===== src/rtl/core_pkg.sv =====
// core_pkg: shared core-wide sizing and instruction ID type
package core_pkg;
  localparam int NrVFU = 3;
  localparam int InsnIDNum = 8;
  typedef logic [$clog2(InsnIDNum)-1:0] insn_id_t;
endpackage


===== src/rtl/vcommit_sequencer_if.sv =====
// vcommit_sequencer_if: launcher, VFU done and scalar-core retire signals of the commit sequencer
interface vcommit_sequencer_if
  import core_pkg::*;
#(
  parameter int NrVFU = core_pkg::NrVFU
);
  logic alloc_valid_i;
  logic alloc_ready_o;
  insn_id_t alloc_id_i;
  logic [NrVFU-1:0] vfu_done_i;
  insn_id_t [NrVFU-1:0] vfu_done_id_i;
  logic flush_i;
  logic done_o;
  insn_id_t done_insn_id_o;
  logic done_ready_i;
  logic spurious_o;
  modport master (
    output alloc_valid_i, alloc_id_i, vfu_done_i, vfu_done_id_i, flush_i, done_ready_i,
    input  alloc_ready_o, done_o, done_insn_id_o, spurious_o
  );
  modport slave (
    input  alloc_valid_i, alloc_id_i, vfu_done_i, vfu_done_id_i, flush_i, done_ready_i,
    output alloc_ready_o, done_o, done_insn_id_o, spurious_o
  );
endinterface


===== src/rtl/vcommit_sequencer_id_fifo.sv =====
// id_fifo: program-order ID queue with wrap-bit pointers; flush empties it, reset also clears storage
module id_fifo #(
  parameter int Depth = 8,
  parameter int Width = 3
) (
  input  logic clk,
  input  logic rst,
  input  logic flush,
  input  logic push,
  input  logic pop,
  input  logic [Width-1:0] push_data,
  output logic full,
  output logic empty,
  output logic [Width-1:0] head
);
  localparam int Aw = $clog2(Depth);
  logic [Aw:0] wr_ptr, rd_ptr;
  logic [Depth-1:0][Width-1:0] mem;
  assign full = (wr_ptr[Aw-1:0] == rd_ptr[Aw-1:0]) && (wr_ptr[Aw] != rd_ptr[Aw]);
  assign empty = wr_ptr == rd_ptr;
  assign head = mem[rd_ptr[Aw-1:0]];
  always_ff @(posedge clk) begin
    if (rst) begin
      wr_ptr <= '0;
      rd_ptr <= '0;
      mem <= '0;
    end else if (flush) begin
      wr_ptr <= '0;
      rd_ptr <= '0;
    end else begin
      if (push) begin
        mem[wr_ptr[Aw-1:0]] <= push_data;
        wr_ptr <= wr_ptr + 1'b1;
      end
      if (pop) rd_ptr <= rd_ptr + 1'b1;
    end
  end
endmodule


===== src/rtl/vcommit_sequencer.sv =====
// vcommit_sequencer: retires out-of-order VFU completions in issue order; VCOMMIT_BYPASS_EN adds same-cycle head completion
module vcommit_sequencer
  import core_pkg::*;
#(
  parameter int NrVFU = core_pkg::NrVFU,
  parameter int InsnIDNum = core_pkg::InsnIDNum
) (
  input logic clk_i,
  input logic rst_i,
  vcommit_sequencer_if.slave bus
);
  logic [InsnIDNum-1:0] inflight, inflight_d, done_bits, done_bits_d;
  logic spurious, spurious_d;
  logic full, empty, push, pop, head_hit;
  insn_id_t head_id;
  id_fifo #(.Depth(InsnIDNum), .Width($bits(insn_id_t))) u_fifo (
    .clk(clk_i),
    .rst(rst_i),
    .flush(bus.flush_i),
    .push(push),
    .pop(pop),
    .push_data(bus.alloc_id_i),
    .full(full),
    .empty(empty),
    .head(head_id)
  );
`ifdef VCOMMIT_BYPASS_EN
  always_comb begin
    head_hit = 1'b0;
    for (int k = 0; k < NrVFU; k++)
      head_hit = head_hit | (bus.vfu_done_i[k] && bus.vfu_done_id_i[k] == head_id && inflight[head_id]);
  end
`else
  assign head_hit = 1'b0;
`endif
  assign bus.done_o = !rst_i && !bus.flush_i && !empty && (done_bits[head_id] || head_hit);
  assign bus.done_insn_id_o = rst_i ? '0 : head_id;
  assign bus.alloc_ready_o = rst_i || !full;
  assign bus.spurious_o = spurious && !rst_i;
  assign pop = bus.done_o && bus.done_ready_i;
  // a retire in the same cycle frees the slot, so a full queue still takes the push
  assign push = bus.alloc_valid_i && (!full || pop);
  always_comb begin
    inflight_d = inflight;
    done_bits_d = done_bits;
    spurious_d = spurious;
    for (int k = 0; k < NrVFU; k++)
      if (bus.vfu_done_i[k]) begin
        if (inflight[bus.vfu_done_id_i[k]]) done_bits_d[bus.vfu_done_id_i[k]] = 1'b1;
        else spurious_d = 1'b1;
      end
    if (pop) begin
      inflight_d[head_id] = 1'b0;
      done_bits_d[head_id] = 1'b0;
    end
    if (push) begin
      inflight_d[bus.alloc_id_i] = 1'b1;
      done_bits_d[bus.alloc_id_i] = 1'b0;
    end
    if (bus.flush_i) begin
      inflight_d = '0;
      done_bits_d = '0;
      spurious_d = spurious;
    end
  end
  always_ff @(posedge clk_i) begin
    if (rst_i) begin
      inflight <= '0;
      done_bits <= '0;
      spurious <= 1'b0;
    end else begin
      inflight <= inflight_d;
      done_bits <= done_bits_d;
      spurious <= spurious_d;
    end
  end
endmodule


===== src/flat_wrapper.sv =====
// flat-port wrapper written by rule: the top's interface ports become plain ports
module vcommit_sequencer_flat import core_pkg::*;
#(
  parameter int NrVFU = core_pkg::NrVFU,
  parameter int InsnIDNum = core_pkg::InsnIDNum
)
  (clk_i, rst_i, bus_alloc_valid_i, bus_alloc_id_i, bus_vfu_done_i, bus_vfu_done_id_i, bus_flush_i, bus_done_ready_i, bus_alloc_ready_o, bus_done_o, bus_done_insn_id_o, bus_spurious_o);
  vcommit_sequencer_if #(.NrVFU(NrVFU)) bus_i ();
  input logic clk_i;
  input logic rst_i;
  input wire logic [$bits(bus_i.alloc_valid_i)-1:0] bus_alloc_valid_i;
  input wire logic [$bits(bus_i.alloc_id_i)-1:0] bus_alloc_id_i;
  input wire logic [$bits(bus_i.vfu_done_i)-1:0] bus_vfu_done_i;
  input wire logic [$bits(bus_i.vfu_done_id_i)-1:0] bus_vfu_done_id_i;
  input wire logic [$bits(bus_i.flush_i)-1:0] bus_flush_i;
  input wire logic [$bits(bus_i.done_ready_i)-1:0] bus_done_ready_i;
  output wire logic [$bits(bus_i.alloc_ready_o)-1:0] bus_alloc_ready_o;
  output wire logic [$bits(bus_i.done_o)-1:0] bus_done_o;
  output wire logic [$bits(bus_i.done_insn_id_o)-1:0] bus_done_insn_id_o;
  output wire logic [$bits(bus_i.spurious_o)-1:0] bus_spurious_o;
  assign bus_i.alloc_valid_i = bus_alloc_valid_i;
  assign bus_i.alloc_id_i = bus_alloc_id_i;
  assign bus_i.vfu_done_i = bus_vfu_done_i;
  assign bus_i.vfu_done_id_i = bus_vfu_done_id_i;
  assign bus_i.flush_i = bus_flush_i;
  assign bus_i.done_ready_i = bus_done_ready_i;
  assign bus_alloc_ready_o = bus_i.alloc_ready_o;
  assign bus_done_o = bus_i.done_o;
  assign bus_done_insn_id_o = bus_i.done_insn_id_o;
  assign bus_spurious_o = bus_i.spurious_o;
  vcommit_sequencer #(.NrVFU(NrVFU), .InsnIDNum(InsnIDNum)) u_core (.clk_i(clk_i), .rst_i(rst_i), .bus(bus_i));
endmodule

===== config.mk =====
export PLATFORM = sky130hd
export DESIGN_NAME = vcommit_sequencer_flat
export DESIGN_NICKNAME = d
export VERILOG_FILES = /design/src/rtl/core_pkg.sv /design/src/rtl/vcommit_sequencer_if.sv /design/src/rtl/vcommit_sequencer_id_fifo.sv /design/src/rtl/vcommit_sequencer.sv /design/src/flat_wrapper.sv
export SDC_FILE = /design/constraint.sdc
export NUM_CORES = 1
export LEC_CHECK = 0
export BUFFER_PORTS_ARGS = -buffer_cell sky130_fd_sc_hd__buf_2
export CORE_UTILIZATION = 45
export DETAILED_ROUTE_END_ITERATION = 10
export GPL_ROUTABILITY_DRIVEN = 1
export SLEW_MARGIN = 20
export SYNTH_ARGS = -nofsm -noshare
export SYNTH_HDL_FRONTEND = slang
export SYNTH_SLANG_ARGS = --single-unit

===== constraint.sdc =====
create_clock -name clk_i -period 4.2 [get_ports clk_i]
set_input_delay 0.42 -clock clk_i [delete_from_list [all_inputs] [get_ports clk_i]]
set_output_delay 0.42 -clock clk_i [all_outputs]
set_load 0.005 [all_outputs]

==> results of run 1 <==
[cells by family after synthesis]
family,share of synthesized area (%)
compound gates,14.9
xor+xnor,1.75
fa+ha+maj,0.833
buf+inv,4.71
flops,32.7
mux,21.8
simple gates,23.4
[worst max-delay path by stage]
stage | start | to | slack [ns] | cells past startpoint
floorplan | u_core.u_fifo.rd_ptr[0] | u_core.u_fifo.mem[0] | 1.26 | 10
global route | u_core.u_fifo.rd_ptr[0] | u_core.u_fifo.mem[4] | 0.48 | 7
global placement | u_core.u_fifo.rd_ptr[0] | u_core.u_fifo.mem[4] | 0.89 | 7
finish | u_core.u_fifo.rd_ptr[2] | u_core.u_fifo.mem[3] | 0.76 | 7
detailed placement | u_core.u_fifo.rd_ptr[0] | u_core.u_fifo.mem[3] | 0.79 | 7
CTS | u_core.u_fifo.rd_ptr[0] | u_core.u_fifo.mem[3] | 0.78 | 7
[registers in the layout, summed over array words and instances, names as in the netlist]
register	cells
u_core.u_fifo.mem	24
u_core.spurious	1
u_core.u_fifo.rd_ptr	4
u_core.inflight	8
u_core.u_fifo.wr_ptr	4
u_core.done_bits	8
[per-layer routing]
layer / up-vias / wire length (µm) / GRT usage [%]
met5: - / 0 / 0
met4: 0 / 76 / 5.08
met3: 8 / 346 / 3.96
met2: 63 / 3210 / 33.0
met1: 1172 / 3860 / 34.6
li1: 1225 / - / -
[worst reg2reg max path, stage by stage (launching register included)]
cell and delay [ns]:
dfxtp_1 0.58, mux4_2 0.58, mux2i_1 0.44, nand2b_1 0.20, or3_1 0.40, and3_1 0.36
o2111ai_1 0.56, mux2i_1 0.25
[layout make-up]
class                      instances  area share (%)
inverter                           4           0.463
clock buffer                       5            2.12
sequential                        49            30.3
tap                               77            2.97
clock inverter                     3            1.35
timing repair buffer              29            4.79
multi-input combinational        250            58.0
[cell usage after synthesis (2+ instances only)]
cell type,n
o22ai_1,4
dfxtp_1,49
nand4_1,3
mux2i_1,37
mux2_2,2
buf_1,5
nand3_1,15
o211ai_2,4
o211ai_1,2
inv_1,4
mux4_2,11
and3_1,3
buf_2,2
clkbuf_1,17
o311ai_0,2
nor2_1,15
ha_1,2
a32o_1,2
nor2b_1,10
nand2b_1,31
and3b_1,2
nor3_1,6
o211a_1,2
o31ai_1,2
nand2_1,35
a31oi_1,11
xnor2_1,5
o2111ai_1,3
a41oi_1,2
or3_1,6
o21ai_0,3
nor3b_1,4
a311oi_1,3
buf_6,3
a21oi_1,6
[power breakdown]
part	internal (mW)	leakage (nW)	total, mW	switching (mW)
Clock	0.179	0.0585	0.348	0.170
Combinational	0.0372	0.825	0.0955	0.0583
Sequential	0.469	0.396	0.474	0.00468
Total	0.685	1.28	0.918	0.233
==> run_results.csv, run 1 <==
group,metric,value,unit
cts,clk_pin_slew,0.10,ns
final_layout,instances_no_fill,417,
worst_setup_path,worst-path-buf-inv,0,
global_route,grt_max_degree,37,
place,post-place-ws,0.794,ns
global_route,grt.total_usage,22.6,%
power_and_ir_drop,p_leak,1.28,nW
routing,vias,2468,
global_route,antenna_found_initial,0,
cts,clock_latency,0.31,ns
power_and_ir_drop,ir_drop,0.144,mV
synthesis,synth_flop_cell,"dfxtp_1",
cts,cts_tree,"done",
timing,setup_viol,0,
final_layout,diodes,0,
floorplan,num_rows,29,
timing,max_freq,291,MHz
min_path,hold_class,"input port to flop",
synthesis,ys_warn_count,0,
synthesis,synth_top_area_share,32.7,%
worst_setup_path,worstPathArrival,3.69,ns
synthesis,yosysUniqueCellTypes,52,
cts,root_buffer,"clkbuf_8",
cts,clockBufferDepth,2,
timing,relSlewSlack,59.9,%
place,dpl_cell_area,0.00313,mm²
routing,first_pass_iters,5,
final_layout,fillers,633,
place,io_buffers,25,
timing,hold_violations,0,
worst_setup_path,cp-end-kind,"flop",
worst_setup_path,cpMostUsedCell,"mux2i_1",
final_layout,multi_input_area,0.00188,mm²
timing,whs,0.393,ns
routing,drc,0,
timing,worst_pin_slew,0.598,ns
floorplan,pin_count,26,
routing,wl_per_cell,18.0,µm
place,gp_congestion,0.849,
synthesis,ys_seq_area_share,32.7,%
run,max_cap_violations,0,
timing,rsz0062_at_grt,"false",
global_route,grt_pass1_vias,2401,
worst_setup_path,slowest_delay,0.58,ns
final_layout,finish.utilization,50.8,%
floorplan,dieArea,0.00701,mm²
worst_setup_path,path_max_fanout,14,
synthesis,synth_area_leaders,"dfxtp_1 (33%), mux2i_1 (12%), mux4_2 (8.2%)",
run_status,status,"completed",
synthesis,async_flop_share,0,%
place,numPlacedInstances,409,
routing,finalWirelength,7.49,mm
worst_setup_path,reg2reg_slack,0.76,ns
final_layout,synthToLayoutAreaGrowth,7.91,%
routing,viasPerCell,5.92,
cts,cts_sinks,49,
cts,htree_levels,2,
synthesis,syn_area,0.00300,mm²
worst_setup_path,crit_type,"flop to flop",
final_layout,final_nets,361,
synthesis,ys_ff_latch,49,
worst_setup_path,cp_slowest_cell,"dfxtp_1",
cts,numCtsBuffers,5,
final_layout,design_area,0.00324,mm²
final_layout,final_cell_mix,"dfxtp_1 (49), mux2i_1 (37), nand2_1 (35)",
min_path,hold_end,"u_core.spurious",
timing,clock_skew,0.0133,ns
worst_setup_path,critPathLaunchType,"flop",
synthesis,syn_inst,330,
synthesis,synth_largest_area_cell,"dfxtp_1",
synthesis,syn_area_per_cell,9.10,µm²
floorplan,die_height,83.7,µm
timing,tns,0,ns
global_route,grt.overflow.total,0,
synthesis,synth_edf_count,0,
worst_setup_path,timing.rr.start,"u_core.u_fifo.rd_ptr[2]",
min_path,hold_start,"bus_vfu_done_i[1]",
cts,post_cts_resized,0,
worst_setup_path,cp_top_family,"multiplexers",
synthesis,synth_nets,352,
final_layout,layout.cells.most_common,"dfxtp_1",
timing,worst_slack,0.759,ns
timing,finalCritPeriodShare,81.9,%
final_layout,drive_above_1_share,17.1,%
cts,cts_hold_buf,0,
floorplan,die_x,83.7,µm
global_route,grt_pass1_wl,12.6,mm
floorplan,core,0.00639,mm²
worst_setup_path,required,4.45,ns
worst_setup_path,path_cells,"mux4_2 > mux2i_1 > nand2b_1 > or3_1 > and3_1 > o2111ai_1 > mux2i_1",
final_layout,regArea,981,µm²
worst_setup_path,r2r.worst_path.cells,7,
timing,drv_slew,0,
place,dp_hpwl,5.54,mm
min_path,hold-path-cell-count,3,
cts,post_cts_buffers,0,
power_and_ir_drop,p_total,0.918,mW
floorplan,start_util,47.0,%
routing,drt_iter0_drc,163,
worst_setup_path,r2r_end,"u_core.u_fifo.mem[3]",
timing,finalCriticalPeriod,3.44,ns
routing,ant_nets,0,
power_and_ir_drop,power_density,283,mW/mm²
No activity file was read; power rests on OpenSTA's default activity.
==> inputs of run 2 (changes only) <==
--- a/config.mk
+++ b/config.mk
@@ -5,10 +5,12 @@
 export SDC_FILE = /design/constraint.sdc
 export NUM_CORES = 1
 export LEC_CHECK = 0
+export ABC_AREA = 1
 export BUFFER_PORTS_ARGS = -buffer_cell sky130_fd_sc_hd__buf_2
 export CORE_UTILIZATION = 45
 export DETAILED_ROUTE_END_ITERATION = 10
 export GPL_ROUTABILITY_DRIVEN = 1
+export PLACE_DENSITY = 0.65
 export SLEW_MARGIN = 20
 export SYNTH_ARGS = -nofsm -noshare
 export SYNTH_HDL_FRONTEND = slang
==> constraint.sdc (replaced) <==
create_clock -name clk_i -period 2.85 [get_ports clk_i]
set_input_delay 0.285 -clock clk_i [delete_from_list [all_inputs] [get_ports clk_i]]
set_output_delay 0.285 -clock clk_i [all_outputs]
set_load 0.005 [all_outputs]
==> run_results.csv, run 2 <==
group,metric,value,unit
synthesis,synth_area_leaders,"dfxtp_1 (32%), nand2_1 (16%), nor2_1 (8.2%)",
floorplan,pin_count,26,
global_route,grt_max_degree,17,
final_layout,drive_above_1_share,12.7,%
worst_setup_path,required,2.57,ns
timing,relSlewSlack,53.9,%
place,io_buffers,25,
synthesis,synth_edf_count,0,
cts,post_cts_buffers,0,
final_layout,regMostFlops,"u_core.u_fifo.mem",
routing,ant_nets,0,
final_layout,final_nets,534,
timing,finalCritPeriodShare,89.5,%
power_and_ir_drop,ir_drop,0.306,mV
synthesis,ys_ff_latch,49,
cts,cts_sinks,49,
synthesis,synth.mux.area_fraction,0,%
timing,finalCriticalPeriod,2.55,ns
cts,clockBufferDepth,2,
timing,max_freq,392,MHz
synthesis,synth_largest_area_cell,"dfxtp_1",
worst_setup_path,critPathLaunchType,"flop",
global_route,grt_pass1_wl,14.3,mm
cts,numCtsBuffers,5,
worst_setup_path,reg2reg_slack,0.32,ns
final_layout,synthToLayoutAreaGrowth,9.18,%
synthesis,syn_area,0.00311,mm²
final_layout,finish.utilization,52.2,%
routing,viasPerCell,5.35,
run,max_cap_violations,0,
synthesis,synth_most_common_cell,"nand2_1",
routing,first_pass_iters,5,
worst_setup_path,cp-end-kind,"primary output",
timing,hold_violations,0,
min_path,hold_class,"input port to flop",
synthesis,syn_area_per_cell,6.30,µm²
synthesis,synth_top_area_share,31.6,%
cts,clock_latency,0.30,ns
cts,post_cts_resized,0,
worst_setup_path,cp_slowest_cell,"dfxtp_1",
synthesis,synth-compound-area-share,12.6,%
floorplan,die_x,85.1,µm
timing,worst_pin_slew,0.686,ns
worst_setup_path,worstPathArrival,2.26,ns
routing,finalWirelength,8.86,mm
synthesis,synth_commonest_cells,"nand2_1 (134), nor2_1 (68), inv_1 (67), dfxtp_1 (49), nand3_1 (40)",
global_route,antenna_found_initial,0,
final_layout,reg.largest.list,"u_core.u_fifo.mem x24, u_core.done_bits x8, u_core.inflight x8",
timing,whs,0.365,ns
routing,wl_per_cell,15.0,µm
place,dpl_cell_area,0.00326,mm²
cts,root_buffer,"clkbuf_8",
worst_setup_path,timing.rr.start,"u_core.u_fifo.rd_ptr[0]",
timing,rsz0062_at_grt,"false",
routing,drc,0,
timing,tns,0,ns
timing,setup_viol,0,
floorplan,dieArea,0.00724,mm²
floorplan,die_height,85.1,µm
power_and_ir_drop,p_total,1.48,mW
synthesis,synth_flop_cell,"dfxtp_1",
final_layout,diodes,0,
synthesis,yosysUniqueCellTypes,34,
synthesis,ys_warn_count,0,
worst_setup_path,slowest_delay,0.44,ns
worst_setup_path,crit_type,"flop to primary output",
routing,vias,3156,
min_path,hold_end,"u_core.u_fifo.mem[11]",
place,dp_hpwl,6.79,mm
synthesis,ys_seq_area_share,31.6,%
power_and_ir_drop,p_leak,1.58,nW
cts,clk_pin_slew,0.09,ns
cts,cts_hold_buf,0,
final_layout,final_cell_mix,"nand2_1 (134), nor2_1 (68), inv_1 (67)",
final_layout,largest_reg_flops,24,
synthesis,async_flop_share,0,%
timing,drv_slew,0,
cts,cts_tree,"done",
worst_setup_path,path_cells,"buf_4 > nand2_1 > nand3_1 > nand3_1 > nand2_1 > nor2_1 > nand3_1 > nand2_1 > nor4_1 > buf_2",
global_route,grt.overflow.total,0,
synthesis,syn_inst,493,
timing,clock_skew,0.00313,ns
worst_setup_path,path_max_fanout,11,
run_status,status,"completed",
synthesis,synth-xor-area-share,1.13,%
floorplan,core,0.00649,mm²
final_layout,design_area,0.00339,mm²
worst_setup_path,r2r.worst_path.cells,15,
place,gp_congestion,0.949,
global_route,grt.total_usage,25.5,%
min_path,hold-path-cell-count,2,
synthesis,synth_simple_gate_area_share,42.0,%
floorplan,start_util,47.8,%
floorplan,num_rows,29,
min_path,hold_start,"rst_i",
global_route,grt_pass1_vias,2936,
power_and_ir_drop,power_density,437,mW/mm²
synthesis,synth_fa_ha_area_share,0.805,%
routing,drt_iter0_drc,209,
synthesis,synth_nets,515,
final_layout,layout.cells.most_common,"nand2_1",
worst_setup_path,r2r_end,"u_core.u_fifo.mem[20]",
cts,htree_levels,2,
synthesis,synth_top_family_by_area,"simple AND/OR/NAND/NOR gates",
run 2: changes by cell type after synthesis, sizes merged, moves of 10 or more:
cell,change
o21ai,+13
nor2,+57
nand3,+33
nand2b,-31
mux2i,-37
inv,+67
a21oi,+23
a31oi,-10
nor2b,-10
nand2,+110
mux4,-11
run 2: how the worst max path moves through the flow:
stage	start	endpoint	slack [ns]
after global routing	u_core.u_fifo.rd_ptr[1]	bus_done_o	0.04
after floorplan	u_core.u_fifo.rd_ptr[0]	u_core.u_fifo.mem[11]	0.85
final	u_core.u_fifo.rd_ptr[0]	bus_done_o	0.30
after CTS	u_core.u_fifo.rd_ptr[0]	bus_done_o	0.33
after global placement	u_core.u_fifo.rd_ptr[0]	u_core.u_fifo.mem[19]	0.44
after detailed placement	u_core.u_fifo.rd_ptr[0]	u_core.u_fifo.mem[20]	0.36
run 2: final cells by class:
class | count | area [µm²]
clock buffers | 5 | 68.8
well taps | 77 | 96.3
repair buffers | 29 | 155
fillers | 649 | 3100
clock inverters | 3 | 65.1
inverters | 71 | 269
flip-flops and latches | 49 | 981
multi-input cells | 356 | 1760
run 2: cell families after synthesis:
logic type                 count (synthesis)
AOI/OAI and AO/OA                         66
DFF                                       49
adders and majority gates                  2
buffers and inverters                     88
and+or+nand+nor                          284
xor gates and xnor gates                   4
run 2: through the flow:
stage | instances | setup WS (ns)
2_1_floorplan | 493 | 0.849
5_1_grt | 590 | 0.0431
4_1_cts | 590 | 0.329
3_3_place_gp | 582 | 0.440
3_5_place_dp | 582 | 0.363
6_report | 590 | 0.300
run 2: critical path, delay by kind of cell (launching register included):
family | cells | cell delay [ns]
buffers and inverters | 2 | 0.41
and+or+nand+nor | 8 | 1.12
DFF | 1 | 0.44
run 2: power breakdown:
part	switching, mW	internal [mW]
clock network	0.239	0.349
registers	0.00670	0.695
logic	0.135	0.0587
total	0.380	1.10
run 2: per-layer routing:
| metal | share of wire, % | vias to the layer above | global-route usage (%) | wire length [µm] |
|---|---|---|---|---|
| li1 | - | 1613 | - | - |
| met1 | 46 | 1402 | 35.6 | 4110 |
| met2 | 44 | 125 | 39.7 | 3910 |
| met3 | 7.6 | 16 | 4.38 | 673 |
| met4 | 1.9 | 0 | 8.47 | 164 |
| met5 | 0 | - | 0 | 0 |
